===== src/rtl/div_pkg.sv =====
// div_pkg: constants and types shared by the restoring divider and its step.
//   DIV_WIDTH        divisor/quotient/remainder width (dividend is 2*DIV_WIDTH)
//   DIV_ITERS        number of shift-subtract iterations per division
//   DIV_ERR_QUOTIENT quotient reported on divide-by-zero or overflow
//   div_state_t      controller states
package div_pkg;

    localparam int unsigned DIV_WIDTH        = 16;
    localparam int unsigned DIV_ITERS        = 16;
    localparam logic [15:0] DIV_ERR_QUOTIENT = 16'hFFFF;

    typedef enum logic [2:0] {
        ST_IDLE,
        ST_LOAD,
        ST_CHECK,
        ST_ITERATE,
        ST_DONE
    } div_state_t;

endpackage


===== src/rtl/div_step.sv =====
// div_step: one combinational iteration of a restoring divider.
//   i_r  partial remainder R (WIDTH+1 bits)
//   i_q  dividend-low / quotient shift register Q
//   i_d  divisor D
//   o_r  R after shift and conditional subtract
//   o_q  Q after shift, new quotient bit in o_q[0]
module div_step
    import div_pkg::*;
#(
    parameter int unsigned WIDTH = DIV_WIDTH
) (
    input  logic [WIDTH:0]   i_r,
    input  logic [WIDTH-1:0] i_q,
    input  logic [WIDTH-1:0] i_d,
    output logic [WIDTH:0]   o_r,
    output logic [WIDTH-1:0] o_q
);

    // One bit wider than R so the compare never loses the shifted-out bit.
    logic [WIDTH+1:0] w_r_shift;
    logic [WIDTH+1:0] w_d_ext;

    always_comb begin
        w_r_shift = {i_r, i_q[WIDTH-1]};
        w_d_ext   = {2'b00, i_d};
        o_q       = {i_q[WIDTH-2:0], 1'b0};
        o_r       = (WIDTH+1)'(w_r_shift);
        if (w_r_shift >= w_d_ext) begin
            o_r    = (WIDTH+1)'(w_r_shift - w_d_ext);
            o_q[0] = 1'b1;
        end
    end

endmodule


===== src/rtl/divider.sv =====
// divider: sequential restoring divider, one quotient bit per cycle.
//   clock       rising-edge clock
//   rst         asynchronous active-high reset
//   start       launch request, honoured only when idle or done
//   dividend    2*WIDTH-bit dividend, captured in LOAD
//   divisor     WIDTH-bit divisor, captured in LOAD
//   quotient    result quotient (all ones on error)
//   remainder   result remainder
//   div_by_zero divisor was zero
//   overflow    quotient would not fit in WIDTH bits
//   busy        operation in progress
//   completed   results valid
module divider
    import div_pkg::*;
#(
    parameter int unsigned WIDTH = DIV_WIDTH
) (
    input  logic               clock,
    input  logic               rst,
    input  logic               start,
    input  logic [2*WIDTH-1:0] dividend,
    input  logic [WIDTH-1:0]   divisor,
    output logic [WIDTH-1:0]   quotient,
    output logic [WIDTH-1:0]   remainder,
    output logic               div_by_zero,
    output logic               overflow,
    output logic               busy,
    output logic               completed
);

    localparam int unsigned      CNT_W    = $clog2(WIDTH) + 1;
    localparam logic [CNT_W-1:0] CNT_LAST = CNT_W'(WIDTH - 1);

    div_state_t       r_state;
    logic [WIDTH:0]   r_r;
    logic [WIDTH-1:0] r_q;
    logic [WIDTH-1:0] r_d;
    logic [CNT_W-1:0] r_cnt;

    logic [WIDTH:0]   w_r_next;
    logic [WIDTH-1:0] w_q_next;

    div_step #(.WIDTH(WIDTH)) u_step (
        .i_r (r_r),
        .i_q (r_q),
        .i_d (r_d),
        .o_r (w_r_next),
        .o_q (w_q_next)
    );

    always_ff @(posedge clock or posedge rst) begin
        if (rst) begin
            r_state     <= ST_IDLE;
            r_r         <= '0;
            r_q         <= '0;
            r_d         <= '0;
            r_cnt       <= '0;
            quotient    <= '0;
            remainder   <= '0;
            div_by_zero <= 1'b0;
            overflow    <= 1'b0;
            busy        <= 1'b0;
            completed   <= 1'b0;
        end else begin
            case (r_state)
                ST_IDLE: begin
                    if (start) begin
                        r_state <= ST_LOAD;
                        busy    <= 1'b1;
                    end
                end
                ST_LOAD: begin
                    r_r         <= {1'b0, dividend[2*WIDTH-1:WIDTH]};
                    r_q         <= dividend[WIDTH-1:0];
                    r_d         <= divisor;
                    div_by_zero <= 1'b0;
                    overflow    <= 1'b0;
                    completed   <= 1'b0;
                    r_state     <= ST_CHECK;
                end
                ST_CHECK: begin
                    if (r_d == '0) begin
                        div_by_zero <= 1'b1;
                        quotient    <= '1;
                        remainder   <= r_q;
                        busy        <= 1'b0;
                        completed   <= 1'b1;
                        r_state     <= ST_DONE;
                    end else if (r_r[WIDTH-1:0] >= r_d) begin
                        // High half >= divisor means the quotient needs more than WIDTH bits.
                        overflow  <= 1'b1;
                        quotient  <= '1;
                        remainder <= '0;
                        busy      <= 1'b0;
                        completed <= 1'b1;
                        r_state   <= ST_DONE;
                    end else begin
                        r_cnt   <= '0;
                        r_state <= ST_ITERATE;
                    end
                end
                ST_ITERATE: begin
                    r_r   <= w_r_next;
                    r_q   <= w_q_next;
                    r_cnt <= r_cnt + 1'b1;
                    if (r_cnt == CNT_LAST) begin
                        quotient  <= w_q_next;
                        remainder <= w_r_next[WIDTH-1:0];
                        busy      <= 1'b0;
                        completed <= 1'b1;
                        r_state   <= ST_DONE;
                    end
                end
                ST_DONE: begin
                    if (start) begin
                        completed <= 1'b0;
                        busy      <= 1'b1;
                        r_state   <= ST_LOAD;
                    end
                end
                default: r_state <= ST_IDLE;
            endcase
        end
    end

endmodule


===== config.mk =====
export PLATFORM = sky130hd
export DESIGN_NAME = divider
export DESIGN_NICKNAME = d
export VERILOG_FILES = /design/src/rtl/div_pkg.sv /design/src/rtl/div_step.sv /design/src/rtl/divider.sv
export SDC_FILE = /design/constraint.sdc
export NUM_CORES = 1
export LEC_CHECK = 0
export BUFFER_PORTS_ARGS = -buffer_cell sky130_fd_sc_hd__clkbuf_2
export CORE_MARGIN = 10
export CORE_UTILIZATION = 40
export DETAILED_ROUTE_END_ITERATION = 8
export PLACE_DENSITY_LB_ADDON = 0.1
export SYNTH_ARGS = -nofsm -noshare
export SYNTH_HDL_FRONTEND = slang
export SYNTH_HIERARCHICAL = 1
export SYNTH_SLANG_ARGS = --single-unit

===== constraint.sdc =====
create_clock -name clock -period 3.7 [get_ports clock]
set_clock_uncertainty 0.2 [all_clocks]
set_input_delay 0.555 -clock clock [delete_from_list [all_inputs] [get_ports clock]]
set_output_delay 0.555 -clock clock [all_outputs]
set_load 0.005 [all_outputs]

# ---- Word-level counts from Yosys, hierarchy flattened
# Cells that the tools add are included.
dict set report classes {
  addsub 2
  magnitude_cmp 2
  eq_ne 13
  n_mux 34
  n_reduce_logical 15
}
# operator count
set op_table {}
lappend op_table {{$mux W16} 6}
lappend op_table {{$pmux W16 S2} 3}
lappend op_table {{$pmux W17 S2} 1}
lappend op_table {{$ge A18 B16 Y1} 1}
lappend op_table {{$mux W17} 1}
lappend op_table {{$sub A17 B16 Y17} 1}
lappend op_table {{$ge A16 B16 Y1} 1}
lappend op_table {{$logic_not A16 Y1} 1}
lappend op_table {{$mux W3} 4}
lappend op_table {{$ne A2 B2 Y1 const B} 6}
lappend op_table {{$pmux W3 S4} 1}
lappend op_table {{$mux W1} 11}
lappend op_table {{$mux W5} 2}
lappend op_table {{$pmux W5 S2} 1}
lappend op_table {{$reduce_and A3 Y1} 3}
lappend op_table {{$reduce_and A4 Y1} 2}
lappend op_table {{$eq A3 B2 Y1 const B} 2}
lappend op_table {{$reduce_bool A2 Y1} 3}
lappend op_table {{$add A5 B1 Y5 const B} 1}
lappend op_table {{$eq A5 B4 Y1 const B} 1}
lappend op_table {{$pmux W1 S2} 2}
lappend op_table {{$pmux W1 S4} 1}
lappend op_table {{$reduce_and A2 Y1} 2}
lappend op_table {{$reduce_bool A4 Y1} 1}
lappend op_table {{8 further kinds} 8}
dict set report totals {
  register_bits 93
  word_cells 77
}

# ---- Logic depth before layout (Yosys ltp)
# Gate-level depths: netlist of run 1.
dict set report logic_depth {
  ltp_word 4
  depth_mapped 15
  ltp_nobuf 13
}

# ---- Modules after synthesis
# Netlist of run 1, hierarchy kept.
# module n_inst cells_per_inst area_per_inst_um2 seq_area_each_um2
set modules_own_cells {}
lappend modules_own_cells {divider 1 455 4759.6 2327.2}
lappend modules_own_cells {div_step 1 178 1272.5 0.0}

# ---- Worst setup path before layout of run 1
# Ideal clock, no wire load.
dict set report synth_timing {
  kind {reg-to-reg}
  start {register r_q[15]}
  end {register remainder[15]}
  setup_ns 0.125
  arrival_ns 2.836
  required_time_ns 3.375
  setup_slack_ns 0.539
  path_stages_with_launch 16
  path_buffers 2
  synth_period_minus_slack_ns 3.161
  path_cell_list {dfrtp_1 > inv_1 > ha_1 > inv_1 > fa_1 > a21o_1 > a221oi_2 > a211oi_1 > or3_1 > buf_6 > buf_6 > o311ai_1 > o22ai_2 > nand2_1 > o21ai_0 > mux2_2}
}
dict set report synth_between {
  elab_chain_cells 4
  word_cells_on_any_way 6
  classes_between {1 x add/sub; 1 x order compare; 4 x mux}
}
# element line_no
set synth_rtl {}
lappend synth_rtl {{start: declaration} divider.sv:36} ;# logic [WIDTH-1:0] r_q;
lappend synth_rtl {{start signal: assignment} divider.sv:74} ;# r_q <= dividend[WIDTH-1:0];
lappend synth_rtl {{start signal: assignment} divider.sv:104} ;# r_q <= w_q_next;
lappend synth_rtl {{$sub A17 B16 Y17 / $ge A18 B16 Y1 (equally long branches)} {div_step.sv:29, div_step.sv:28}}
lappend synth_rtl {{$mux W17 (*)} div_step.sv:28} ;# if (w_r_shift >= w_d_ext) begin
lappend synth_rtl {{via w_r_next[15]} divider.sv:40} ;# logic [WIDTH:0] w_r_next;
lappend synth_rtl {{$mux W16 (*)} divider.sv:106} ;# if (r_cnt == CNT_LAST) begin
lappend synth_rtl {{$pmux W16 S2 (*)} divider.sv:65} ;# case (r_state)
lappend synth_rtl {{end signal: assignment} divider.sv:85} ;# remainder <= r_q;
lappend synth_rtl {{end signal: assignment} divider.sv:108} ;# remainder <= w_r_next[WIDTH-1:0];
lappend synth_rtl {{end: declaration} divider.sv:24} ;# output logic [WIDTH-1:0] remainder,
# Mark *: on every way through the listed nets, which the timed path passes. The rest lies on a longest branch. The select of a mux whose other input is x is not followed.
# A chain may end at the register's enable or synchronous reset.

# ---- Final worst setup path of run 1
dict set report layout_timing {
  start {register r_d[0]}
  end {register remainder[12]}
}
dict set report layout_between {
  elab_chain_cells 4
  word_cells_on_any_way 10
  classes_between {1 x add/sub; 2 x order compare; 1 x eq/ne; 4 x mux; 2 x reduce/logical}
}
# element line_no
set layout_rtl {}
lappend layout_rtl {{start: declaration} divider.sv:37} ;# logic [WIDTH-1:0] r_d;
lappend layout_rtl {{start signal: assignment} divider.sv:75} ;# r_d <= divisor;
lappend layout_rtl {{$sub A17 B16 Y17 / $ge A18 B16 Y1 (equally long branches)} {div_step.sv:29, div_step.sv:28}}
lappend layout_rtl {{$mux W17 (*)} div_step.sv:28}
lappend layout_rtl {{via w_r_next[12]} divider.sv:40}
lappend layout_rtl {{$mux W16 (*)} divider.sv:106}
lappend layout_rtl {{$pmux W16 S2 (*)} divider.sv:65}
# Marked as above.

==> summary.md, run 1 <==
| Metric | Value |
|---|---|
| Status | `complete, no violations` |
| Post_cts resized | `0` |
| IO buf count | `86` |
| Max cap viols | `0` |
| Share of layout cells above drive strength 1 | `24.36%` |
| Clock sink total | `93` |
| Most frequent cells after synthesis | `nand2_1 (96), dfrtp_1 (93), o21ai_0 (85)` |
| Register Area | `2328 µm²` |
| Multi-input logic area | `3224 µm²` |
| Clock Power Share | `13.5%` |
| R2R Path End | `remainder[12]$_DFFE_PP0P_` |
| Pleak | `3.373 nW` |
| Initial antenna violation count | `0` |
| Drt first pass iters | `4` |
| Overall via count from detail_route | `4,593` |
| Vias in the first global route | `4,684` |
| Avg Cell Area, Syn | `9.529 µm²` |
| Fin. max-slew vios | `0` |
| Area contributors post-synth | `dfrtp_1 (39%), mux2_4 (8.5%), ha_1 (7.1%)` |
| Sw power | `3.428 mW` |
| Count leader, synth | `nand2_1` |
| Largest fanout on the critical path | `18` |
| Post-synth EDFFs | `0` |
| Startpoint class of the critical path | `flop` |
| Worst-path clk slew | `0.07 ns` |
| Synth warnings | `6` |
| N_diodes | `0` |
| Grt ovf | `0` |
| Hold Vio Cnt, Final | `0` |
| Synthesized cell area | `6032 µm²` |
| Die area | `20,390 µm²` |
| Vias per std cell | `5.184` |
| Routed len/inst | `18.24 µm` |
| CP Cell Sequence | `ha_1, inv_1, fa_1, a21o_1, a221oi_2, a211oi_1, or3_1, buf_4, mux2_4, nand2_1, o21ai_0, mux2_4` |
| Register area share after synthesis | `38.58%` |
| CP dominant cell by count | `mux2_4` |
| Cells after Synth | `633` |
| RSZ-0062 raised after global routing | `no` |
| Residual DRC count | `0` |
| Crit path max-delay family | `compound AO/OA/AOI/OAI gates` |
| DR iter-0 viols | `207` |
| Slew HR | `48.47%` |
| Non-filler instance count after layout | `886` |
| FMAX | `0.2946 GHz` |
| Leading area contributor after synthesis | `dfrtp_1` |
| GRT Resource Usage Total | `16.31%` |
| Syn Nets | `719` |
| Hold-fix buffers, CTS | `0` |
| Num rows | `44` |
| Data required, critical path | `3.73 ns` |
| #FFs+latches synth | `93` |
| Tmin final | `3.394 ns` |
| Slowest cell on crit path | `dfrtp_1` |
| R2R setup slack | `0.31 ns` |
| Setup violators final | `0` |
| GPL Wtd Cong | `0.9261` |
| Post-Place Cells | `870` |
| # fillers | `1,457` |
| Initial Utilization | `41.19%` |
| Die Y | `142.8 µm` |
| Clk_lat worst skew | `0.35 ns` |
| Post-DRT Antenna Nets | `0` |
| Setup_tns | `0 ns` |
| Net Sw Frac | `44.80%` |
| Core Area | `14,640 µm²` |
| CP bufs+invs | `2` |
| Worst r2r path cells | `12` |
| Max incr delay on CP | `0.44 ns` |
| Hold Path Class | `input port to asynchronous set/reset pin` |
| Setup bufs post-CTS | `0` |
| Register share of total power | `25.2%` |
| Max VDD drop | `0.4411 mV` |
| Post-Route WL | `16.16 mm` |
| Worst r2r src | `r_d[0]$_DFFE_PP0P_` |
| Top cell type's share of synthesized area | `38.58%` |
| Internal power | `4.223 mW` |
| HPWL Detailed | `12.48 mm` |
| Async set or reset register ratio after synthesis | `100.0%` |
| Critical path endpoint category | `flop` |
| Crit Path Class | `flop to flop` |
| Final net count | `783` |
| Final Cycle Share | `91.74%` |
| Pin count of the biggest net entering global routing | `49` |
| Die width | `142.8 µm` |
| Synth Flop Type | `dfrtp_1` |
| Max Buffers Root-to-Sink | `2` |
| Top Ports | `87` |
| Root Buffer | `clkbuf_16` |
| Power share of the combinational group | `61.3%` |
| First-pass GRT wire length | `26.35 mm` |
| Synthesis-to-layout area growth | `13.28%` |
| Worst Tran Pin Value | `0.7729 ns` |
| H-tree depth | `3` |
| Power density cells | `1120 nW/µm²` |
| CTS tree | `built` |
| Unique masters post-synth | `58` |
| CTS buffer count | `9` |
| Critical Path AT | `3.43 ns` |
==> power groups by stage <==
stage          sequential [mW]  clock, mW  combinational, mW
2_1_floorplan             1.79          0               3.78
3_3_place_gp              1.93          0               4.67
3_5_place_dp              1.95          0               4.69
4_1_cts                   1.93       1.06               4.72
5_1_grt                   2.00       1.10               5.26
6_report                  1.93       1.04               4.69
==> state kept, by name (all words and copies together) (netlist names) <==
signal,cells
busy,1
completed,1
div_by_zero,1
overflow,1
quotient,16
r_cnt,5
r_d,16
r_q,16
r_r,17
r_state,3
remainder,16
==> cell usage in the layout, fill, tap and decap left out, drive strengths merged, types with 3 or more instances in the layout <==
cell type  instances
o211ai             3
nand3              5
nor3               5
ha                34
nand4              7
nor2b              4
buf               12
or3                3
a21oi             26
nor2              22
nand2b            23
mux2i             35
xor2               3
inv               48
nor4               4
a211oi             3
dfrtp             93
and3               5
o21ai             86
o22ai              5
mux2              41
nand2             96
a21o               9
xnor2              8
clkbuf            95
==> metrics by stage <==
step	power [mW]	setup slack [ns]	instance area [µm²]	util [%]	hold slack [ns]
after floorplan	5.569	0.5247	6032	-	0.2597
after global routing	8.358	0.08538	6833	46.66	0.05359
after detailed placement	6.644	0.3222	6502	44.40	0.2932
final	7.651	0.3057	6833	46.66	0.01070
after global placement	6.596	0.3615	6502	44.40	0.2733
after CTS	7.708	0.3163	6833	46.66	0.02452
==> metal layers <==
| layer | vias up | part of all wire (%) | GRT usage [%] |
|---|---|---|---|
| li1 | 2294 | - | - |
| met1 | 2150 | 48 | 22.24 |
| met2 | 129 | 45 | 25.20 |
| met3 | 20 | 5.2 | 3.250 |
| met4 | 0 | 1.9 | 5.646 |
| met5 | - | 0 | 0 |
==> cell families (layout without fill, tap and decap cells) <==
| group | count (synthesis) | after routing | share of synthesized area (%) |
|---|---|---|---|
| xor gates and xnor gates | 11 | 11 | 1.597 |
| muxes | 76 | 76 | 15.58 |
| DFF | 93 | 93 | 38.58 |
| and+or+nand+nor | 180 | 180 | 14.23 |
| AOI/OAI and AO/OA | 147 | 147 | 14.62 |
| adders and majority gates | 35 | 35 | 7.384 |
| buffers and inverters | 91 | 160 | 8.006 |
==> cell type report <==
| class | instances | share of cell area (%) |
|---|---|---|
| inverter | 46 | 2.545 |
| clock inverter | 7 | 1.538 |
| clock buffer | 9 | 3.296 |
| sequential | 93 | 34.08 |
| multi-input combinational | 449 | 47.19 |
| timing repair buffer | 98 | 7.984 |
| tap | 184 | 3.369 |
==> worst max path at each step <==
stage	start	end	depth (start not counted)
5_1_grt	r_q[15]$_DFFE_PP0P_	remainder[12]$_DFFE_PP0P_	13
4_1_cts	r_d[0]$_DFFE_PP0P_	remainder[12]$_DFFE_PP0P_	12
2_1_floorplan	rst	busy$_DFFE_PP0P_	1
6_report	r_d[0]$_DFFE_PP0P_	remainder[12]$_DFFE_PP0P_	12
3_5_place_dp	r_q[15]$_DFFE_PP0P_	remainder[12]$_DFFE_PP0P_	13
3_3_place_gp	r_q[15]$_DFFE_PP0P_	remainder[12]$_DFFE_PP0P_	13
Power figures use the tool's default switching activity.
==> run 2, diff against run 1 <==
--- a/config.mk
+++ b/config.mk
@@ -8,8 +8,9 @@
 export BUFFER_PORTS_ARGS = -buffer_cell sky130_fd_sc_hd__clkbuf_2
 export CORE_MARGIN = 10
 export CORE_UTILIZATION = 40
+export CTS_BUF_LIST = sky130_fd_sc_hd__clkbuf_4 sky130_fd_sc_hd__clkbuf_8 sky130_fd_sc_hd__clkbuf_16
 export DETAILED_ROUTE_END_ITERATION = 8
-export PLACE_DENSITY_LB_ADDON = 0.1
+export PLACE_DENSITY = 0.63
 export SYNTH_ARGS = -nofsm -noshare
 export SYNTH_HDL_FRONTEND = slang
 export SYNTH_HIERARCHICAL = 1
==> run 2 against run 1 <==
  * Critical path depth grew 1
  * Final cell count down 0.11%
  * Setup slack gained 0.046 ns
  * Global-route usage fell by 0.84 points
  * Register-to-register slack better by 0.05 ns
  * Clock-buffer cell count grew 1
  * Die area stayed put
  * Power decreased by 1.1%
  * Maximum frequency increased by 1.4%
  * Non-clock buffer count unchanged
  * Largest power group unchanged
==> summary.md, run 2 (synthesis gave the netlist of run 1 again) <==
| Metric | Value |
|---|---|
| Status | `complete, no violations` |
| Pleak | `3.369 nW (-0.14%)` |
| Max cap viols | `0 (unchanged)` |
| Post_cts resized | `0 (unchanged)` |
| Overall via count from detail_route | `4,601 (+0.17%)` |
| H-tree depth | `3 (unchanged)` |
| Critical hold path startpoint | `divisor[7]` |
| Tmin final | `3.349 ns (-0.04556 ns)` |
| Critical path startpoint | `r_q[15]$_DFFE_PP0P_` |
| HPWL Detailed | `11.98 mm (-4.1%)` |
| Non-filler instance count after layout | `885 (-0.11%)` |
| Fin. max-slew vios | `0 (unchanged)` |
| Power density cells | `1110 nW/µm² (-0.84%)` |
| Crit path max-delay family | `compound AO/OA/AOI/OAI gates` |
| Largest Register | `r_r` |
| CP bufs+invs | `3 (+1)` |
| Die width | `142.8 µm (unchanged)` |
| Initial antenna violation count | `0 (unchanged)` |
| Num rows | `44 (unchanged)` |
| R2R setup slack | `0.35 ns (+0.05 ns)` |
| Critical Path AT | `3.39 ns (-0.04 ns)` |
| Max VDD drop | `0.4310 mV (-2.3%)` |
| Total power | `7.566 mW (-1.1%)` |
| Worst r2r path cells | `13 (+1)` |
| Slowest cell on crit path | `dfrtp_1` |
| Hold Path Class | `input port to flop` |
| Routed len/inst | `17.65 µm (-3.3%)` |
| Slew HR | `51.68% (+3.2 points)` |
| GPL Wtd Cong | `0.9103 (-1.7%)` |
| Pin count of the biggest net entering global routing | `69 (+41%)` |
| Clock sink total | `93 (unchanged)` |
| Post-layout util | `46.53% (-0.13 points)` |
| Worst Tran Pin Value | `0.7248 ns (-0.04815 ns)` |
| GRT Resource Usage Total | `15.47% (-0.84 points)` |
| Die area | `20,390 µm² (unchanged)` |
| Pre-CTS setup slack | `0.3991 ns (+0.07694 ns)` |
| CTS tree | `built` |
| Hold Path Stages | `3` |
| Max incr delay on CP | `0.42 ns (-0.02 ns)` |
| Final net count | `783 (unchanged)` |
| First-pass GRT wire length | `25.03 mm (-5.0%)` |
| Critical path endpoint category | `flop` |
| Vias in the first global route | `4,585 (-2.1%)` |
| Commonest non-fill, non-tap cell in the layout | `nand2_1` |
| DR iter-0 viols | `272 (+31%)` |
| Setup violators final | `0 (unchanged)` |
| Post-DRT Antenna Nets | `0 (unchanged)` |
| R2R Path End | `remainder[7]$_DFFE_PP0P_` |
| Share of layout cells above drive strength 1 | `24.11% (-0.25 points)` |
| RSZ-0062 raised after global routing | `no` |
| Most frequent cells in the layout | `nand2_1 (96), dfrtp_1 (92), clkbuf_2 (86), o21ai_0 (85), inv_1 (45)` |
| Max FFs per register | `17 (unchanged)` |
| Core Area | `14,640 µm² (unchanged)` |
| IO buf count | `86 (unchanged)` |
| Final Hold Slack | `0.2159 ns (+0.2052 ns)` |
| Max Buffers Root-to-Sink | `2 (unchanged)` |
| FMAX | `0.2986 GHz (+1.4%)` |
| Crit Path Class | `flop to flop` |
| Worst r2r src | `r_q[15]$_DFFE_PP0P_` |
| CP Cell Sequence | `inv_1, ha_1, inv_1, fa_1, a21o_1, a221oi_2, a211oi_1, or3_1, buf_12, mux2_4, nand2_1, o21ai_0, mux2_4` |
| Initial Utilization | `41.19% (unchanged)` |
| Worst-path clk slew | `0.07 ns (about the same)` |
| Final worst slack | `0.3512 ns (+0.04556 ns)` |
| CTS buffer count | `9 (unchanged)` |
| Hold Vio Cnt, Final | `0 (unchanged)` |
| Synthesis-to-layout area growth | `12.96%` |
| Fin area | `6814 µm² (-0.27%)` |
| Largest fanout on the critical path | `28 (+10)` |
| N_diodes | `0 (unchanged)` |
| Grt ovf | `0 (unchanged)` |
| Vias per std cell | `5.199 (+0.29%)` |
| Setup bufs post-CTS | `0 (unchanged)` |
| Post-Route WL | `15.62 mm (-3.4%)` |
| Setup_tns | `0 ns (unchanged)` |
| Data required, critical path | `3.74 ns (about the same)` |
| Residual DRC count | `0 (unchanged)` |
| Placed Area | `6507 µm² (about the same)` |
| Drt first pass iters | `4 (unchanged)` |
| Worst Hold Path EP | `r_d[7]$_DFFE_PP0P_` |
| Die Y | `142.8 µm (unchanged)` |
| Root Buffer | `clkbuf_16` |
| Top Ports | `87 (unchanged)` |
| Final Cycle Share | `90.51% (-1.2 points)` |
| Post-Place Cells | `869 (-0.11%)` |
| Startpoint class of the critical path | `flop` |
| Clk_lat worst skew | `0.35 ns (about the same)` |
run 2: cell types whose count changed in the layout (fill, tap and decap cells not counted), sizes merged:
cell	delta
buf	-1
bufinv	-1
clkbuf	+1
clkinv	+1
clkinvlp	-1
dlygate4sd3	+1
inv	-1
run 2: worst max-delay path by stage:
stage / end / slack (ns) / depth (start not counted)
after floorplan: busy$_DFFE_PP0P_ / 0.52 / 1
after detailed placement: remainder[12]$_DFFE_PP0P_ / 0.40 / 13
after CTS: remainder[7]$_DFFE_PP0P_ / 0.38 / 13
final: remainder[7]$_DFFE_PP0P_ / 0.35 / 13
after global routing: remainder[12]$_DFFE_PP0P_ / 0.20 / 13
after global placement: remainder[12]$_DFFE_PP0P_ / 0.46 / 13
run 2: repair_timing:
action	in CTS	in global routing
endpoints found under the hold margin	14	0
endpoints found under the setup margin	0	0
hold buffers	1	0
run 2: cell type report:
| class | count | area, µm² |
|---|---|---|
| Sequential cell | 93 | 2328 |
| Inverter | 46 | 173.9 |
| Fill cell | 1394 | 7830 |
| Multi-Input combinational cell | 449 | 3224 |
| Clock inverter | 5 | 57.56 |
| Timing Repair Buffer | 98 | 560.5 |
| Tap cell | 184 | 230.2 |
| Clock buffer | 10 | 239.0 |
run 2: power breakdown:
group | internal [mW] | switching (mW)
sequential | 1.48 | 0.463
combinational | 2.15 | 2.52
clock | 0.541 | 0.405
total | 4.17 | 3.39
run 2: tightest hold or removal path: stages:
cell,delay [ns]
clkbuf_2,0.08
nand2_1,0.04
o21ai_0,0.06
run 2: metal layers:
layer	track usage [%]	vias up	routed length, µm
met3	4.743	12	1132
met2	23.77	151	6971
met4	3.149	0	144
li1	-	2289	-
met5	0	-	0
met1	21.00	2149	7369
==> run 3, diff against run 2 <==
--- a/config.mk
+++ b/config.mk
@@ -10,7 +10,7 @@
 export CORE_UTILIZATION = 40
 export CTS_BUF_LIST = sky130_fd_sc_hd__clkbuf_4 sky130_fd_sc_hd__clkbuf_8 sky130_fd_sc_hd__clkbuf_16
 export DETAILED_ROUTE_END_ITERATION = 8
-export PLACE_DENSITY = 0.63
+export PLACE_DENSITY_LB_ADDON = 0.3
 export SYNTH_ARGS = -nofsm -noshare
 export SYNTH_HDL_FRONTEND = slang
 export SYNTH_HIERARCHICAL = 1
==> run 3 against run 2 <==
  * First-iteration DRC count decreased by 7.7%
  * Clock power fell by 2.5%
  * Sequential power is essentially flat
  * Flip-flop and latch count did not move
  * Final cell count is 0.34% lower
  * Utilization decreased by 0.26 points
  * Setup slack lost 0.012 ns
  * Power down 0.25%
  * Combinational power about the same
  * Critical endpoint is now remainder[14]$_DFFE_PP0P_
==> summary.md, run 3 (synthesis gave the netlist of run 1 again) <==
| Metric | Value |
|---|---|
| Setup violators final | `0 (unchanged)` |
| Num rows | `44 (unchanged)` |
| Status | `complete, no violations` |
| Hold Vio Cnt, Final | `0 (unchanged)` |
| Max cap viols | `0 (unchanged)` |
| Max Buffers Root-to-Sink | `2 (unchanged)` |
| CP Cell Sequence | `inv_1, ha_1, inv_1, fa_1, a21o_1, a221oi_2, a211oi_1, or3_1, buf_4, mux2_4, nand2_1, o21ai_0, mux2_4` |
| Pin count of the biggest net entering global routing | `69 (unchanged)` |
| Max VDD drop | `0.3505 mV (-19%)` |
| Overall via count from detail_route | `4,657 (+1.2%)` |
| Routed len/inst | `18.21 µm (+3.2%)` |
| Clock sink total | `93 (unchanged)` |
| Data required, critical path | `3.74 ns (about the same)` |
| GPL Wtd Cong | `0.9129 (+0.29%)` |
| Core Area | `14,640 µm² (unchanged)` |
| Grt ovf | `0 (unchanged)` |
| Die Y | `142.8 µm (unchanged)` |
| DR iter-0 viols | `251 (-7.7%)` |
| Slew HR | `42.37% (-9.3 points)` |
| Vias per std cell | `5.280 (+1.6%)` |
| Clk_lat worst skew | `0.35 ns (about the same)` |
| Top Ports | `87 (unchanged)` |
| Hold-fix buffers, CTS | `0 (-1)` |
| Initial Utilization | `41.19% (unchanged)` |
| Critical Path AT | `3.40 ns (about the same)` |
| Worst Tran Pin Value | `0.8644 ns (+0.1396 ns)` |
| Initial antenna violation count | `0 (unchanged)` |
| GRT Resource Usage Total | `15.83% (+0.36 points)` |
| Critical path endpoint category | `flop` |
| Final Cycle Share | `90.84% (+0.33 points)` |
| Setup_tns | `0 ns (unchanged)` |
| Crit Path Class | `flop to flop` |
| Vias in the first global route | `4,711 (+2.7%)` |
| CTS buffer count | `9 (unchanged)` |
| Drt first pass iters | `4 (unchanged)` |
| Startpoint class of the critical path | `flop` |
| Worst-path clk slew | `0.06 ns (about the same)` |
| Final net count | `781 (-0.26%)` |
| CTS tree | `built` |
| Fin. max-slew vios | `0 (unchanged)` |
| CP bufs+invs | `3 (unchanged)` |
| Share of layout cells above drive strength 1 | `23.93% (-0.18 points)` |
| Synthesis-to-layout area growth | `12.34%` |
| N_diodes | `0 (unchanged)` |
| Placed Area | `6487 µm² (-0.31%)` |
| Die area | `20,390 µm² (unchanged)` |
| Tmin final | `3.361 ns (+0.01235 ns)` |
| Total power | `7.547 mW (-0.25%)` |
| Max FFs per register | `17 (unchanged)` |
| Most frequent cells in the layout | `nand2_1 (96), dfrtp_1 (92), clkbuf_2 (86), o21ai_0 (85), inv_1 (45)` |
| RSZ-0062 raised after global routing | `no` |
| Post-DRT Antenna Nets | `0 (unchanged)` |
| # fillers | `1,402 (+0.57%)` |
| Largest fanout on the critical path | `21 (-25%)` |
| Post_cts resized | `0 (unchanged)` |
| Largest Register | `r_r` |
| Post-layout util | `46.27% (-0.26 points)` |
| Slowest cell on crit path | `dfrtp_1` |
| Post-Place Cells | `868 (-0.12%)` |
| Die width | `142.8 µm (unchanged)` |
| FMAX | `0.2975 GHz (-0.37%)` |
| Residual DRC count | `0 (unchanged)` |
| IO buf count | `86 (unchanged)` |
| Fin area | `6777 µm² (-0.55%)` |
| Pleak | `3.342 nW (-0.80%)` |
| Crit path max-delay family | `compound AO/OA/AOI/OAI gates` |
| Post-Route WL | `16.06 mm (+2.8%)` |
| HPWL Detailed | `12.29 mm (+2.6%)` |
| Hold Path Class | `input port to asynchronous set/reset pin` |
| Root Buffer | `clkbuf_16` |
| Max incr delay on CP | `0.41 ns (about the same)` |
| Commonest non-fill, non-tap cell in the layout | `nand2_1` |
| H-tree depth | `3 (unchanged)` |
| Non-filler instance count after layout | `882 (-0.34%)` |
| Setup bufs post-CTS | `0 (unchanged)` |
| First-pass GRT wire length | `25.59 mm (+2.2%)` |
| Power density cells | `1114 nW/µm² (+0.30%)` |
[run 3: worst reg2reg max path, cell delays in order, from the launching register on]
cell and delay [ns]:
dfrtp_1 0.41, inv_1 0.07, ha_1 0.16, inv_1 0.06, fa_1 0.41, a21o_1 0.22, a221oi_2 0.30, a211oi_1 0.10
or3_1 0.33, buf_4 0.23, mux2_4 0.34, nand2_1 0.06, o21ai_0 0.08, mux2_4 0.27
[run 3: final timing paths]
path,cells past startpoint,slack (ns),endpoint,startpoint
setup reg to reg,13,0.34,remainder[14]$_DFFE_PP0P_,r_q[15]$_DFFE_PP0P_
max in group asynchronous,3,2.45,r_r[9]$_DFFE_PP0P_,rst
setup / recovery,13,0.34,remainder[14]$_DFFE_PP0P_,r_q[15]$_DFFE_PP0P_
hold / removal,2,0.13,remainder[3]$_DFFE_PP0P_,rst
min in group clock,3,0.20,r_d[14]$_DFFE_PP0P_,divisor[14]
hold reg to reg,1,0.30,r_cnt[0]$_DFFE_PP0P_,r_cnt[0]$_DFFE_PP0P_
[run 3: final cells by class]
cell class,instances,area [µm²],share of cell area [%]
clock buffers,10,239.0,3.527
clock inverters,4,50.05,0.7386
inverters,46,173.9,2.566
multi-input cells,449,3224,47.58
flip-flops and latches,93,2328,34.36
well taps,184,230.2,3.397
repair buffers,96,530.5,7.829
[run 3: metal layers]
layer	GRT usage, %	vias to the layer above	part of all wire (%)
met5	0	-	0
met4	5.700	0	2.0
met3	3.449	20	6.2
met2	24.48	128	44
met1	21.29	2220	47
li1	-	2289	-
[run 3: power by group]
part / internal [mW] / total (mW) / switching [mW]
sequential: 1.48 / 1.93 / 0.449
clock: 0.533 / 0.922 / 0.389
combinational: 2.12 / 4.69 / 2.57
total: 4.14 / 7.55 / 3.40
[run 3: through the flow]
step	hold WS (ns)	setup slack, ns
floorplan	0.2597	0.5247
global placement	0.2789	0.3988
detailed placement	0.2979	0.3704
CTS	0.1684	0.3625
global route	0.2037	0.1832
finish	0.1315	0.3389
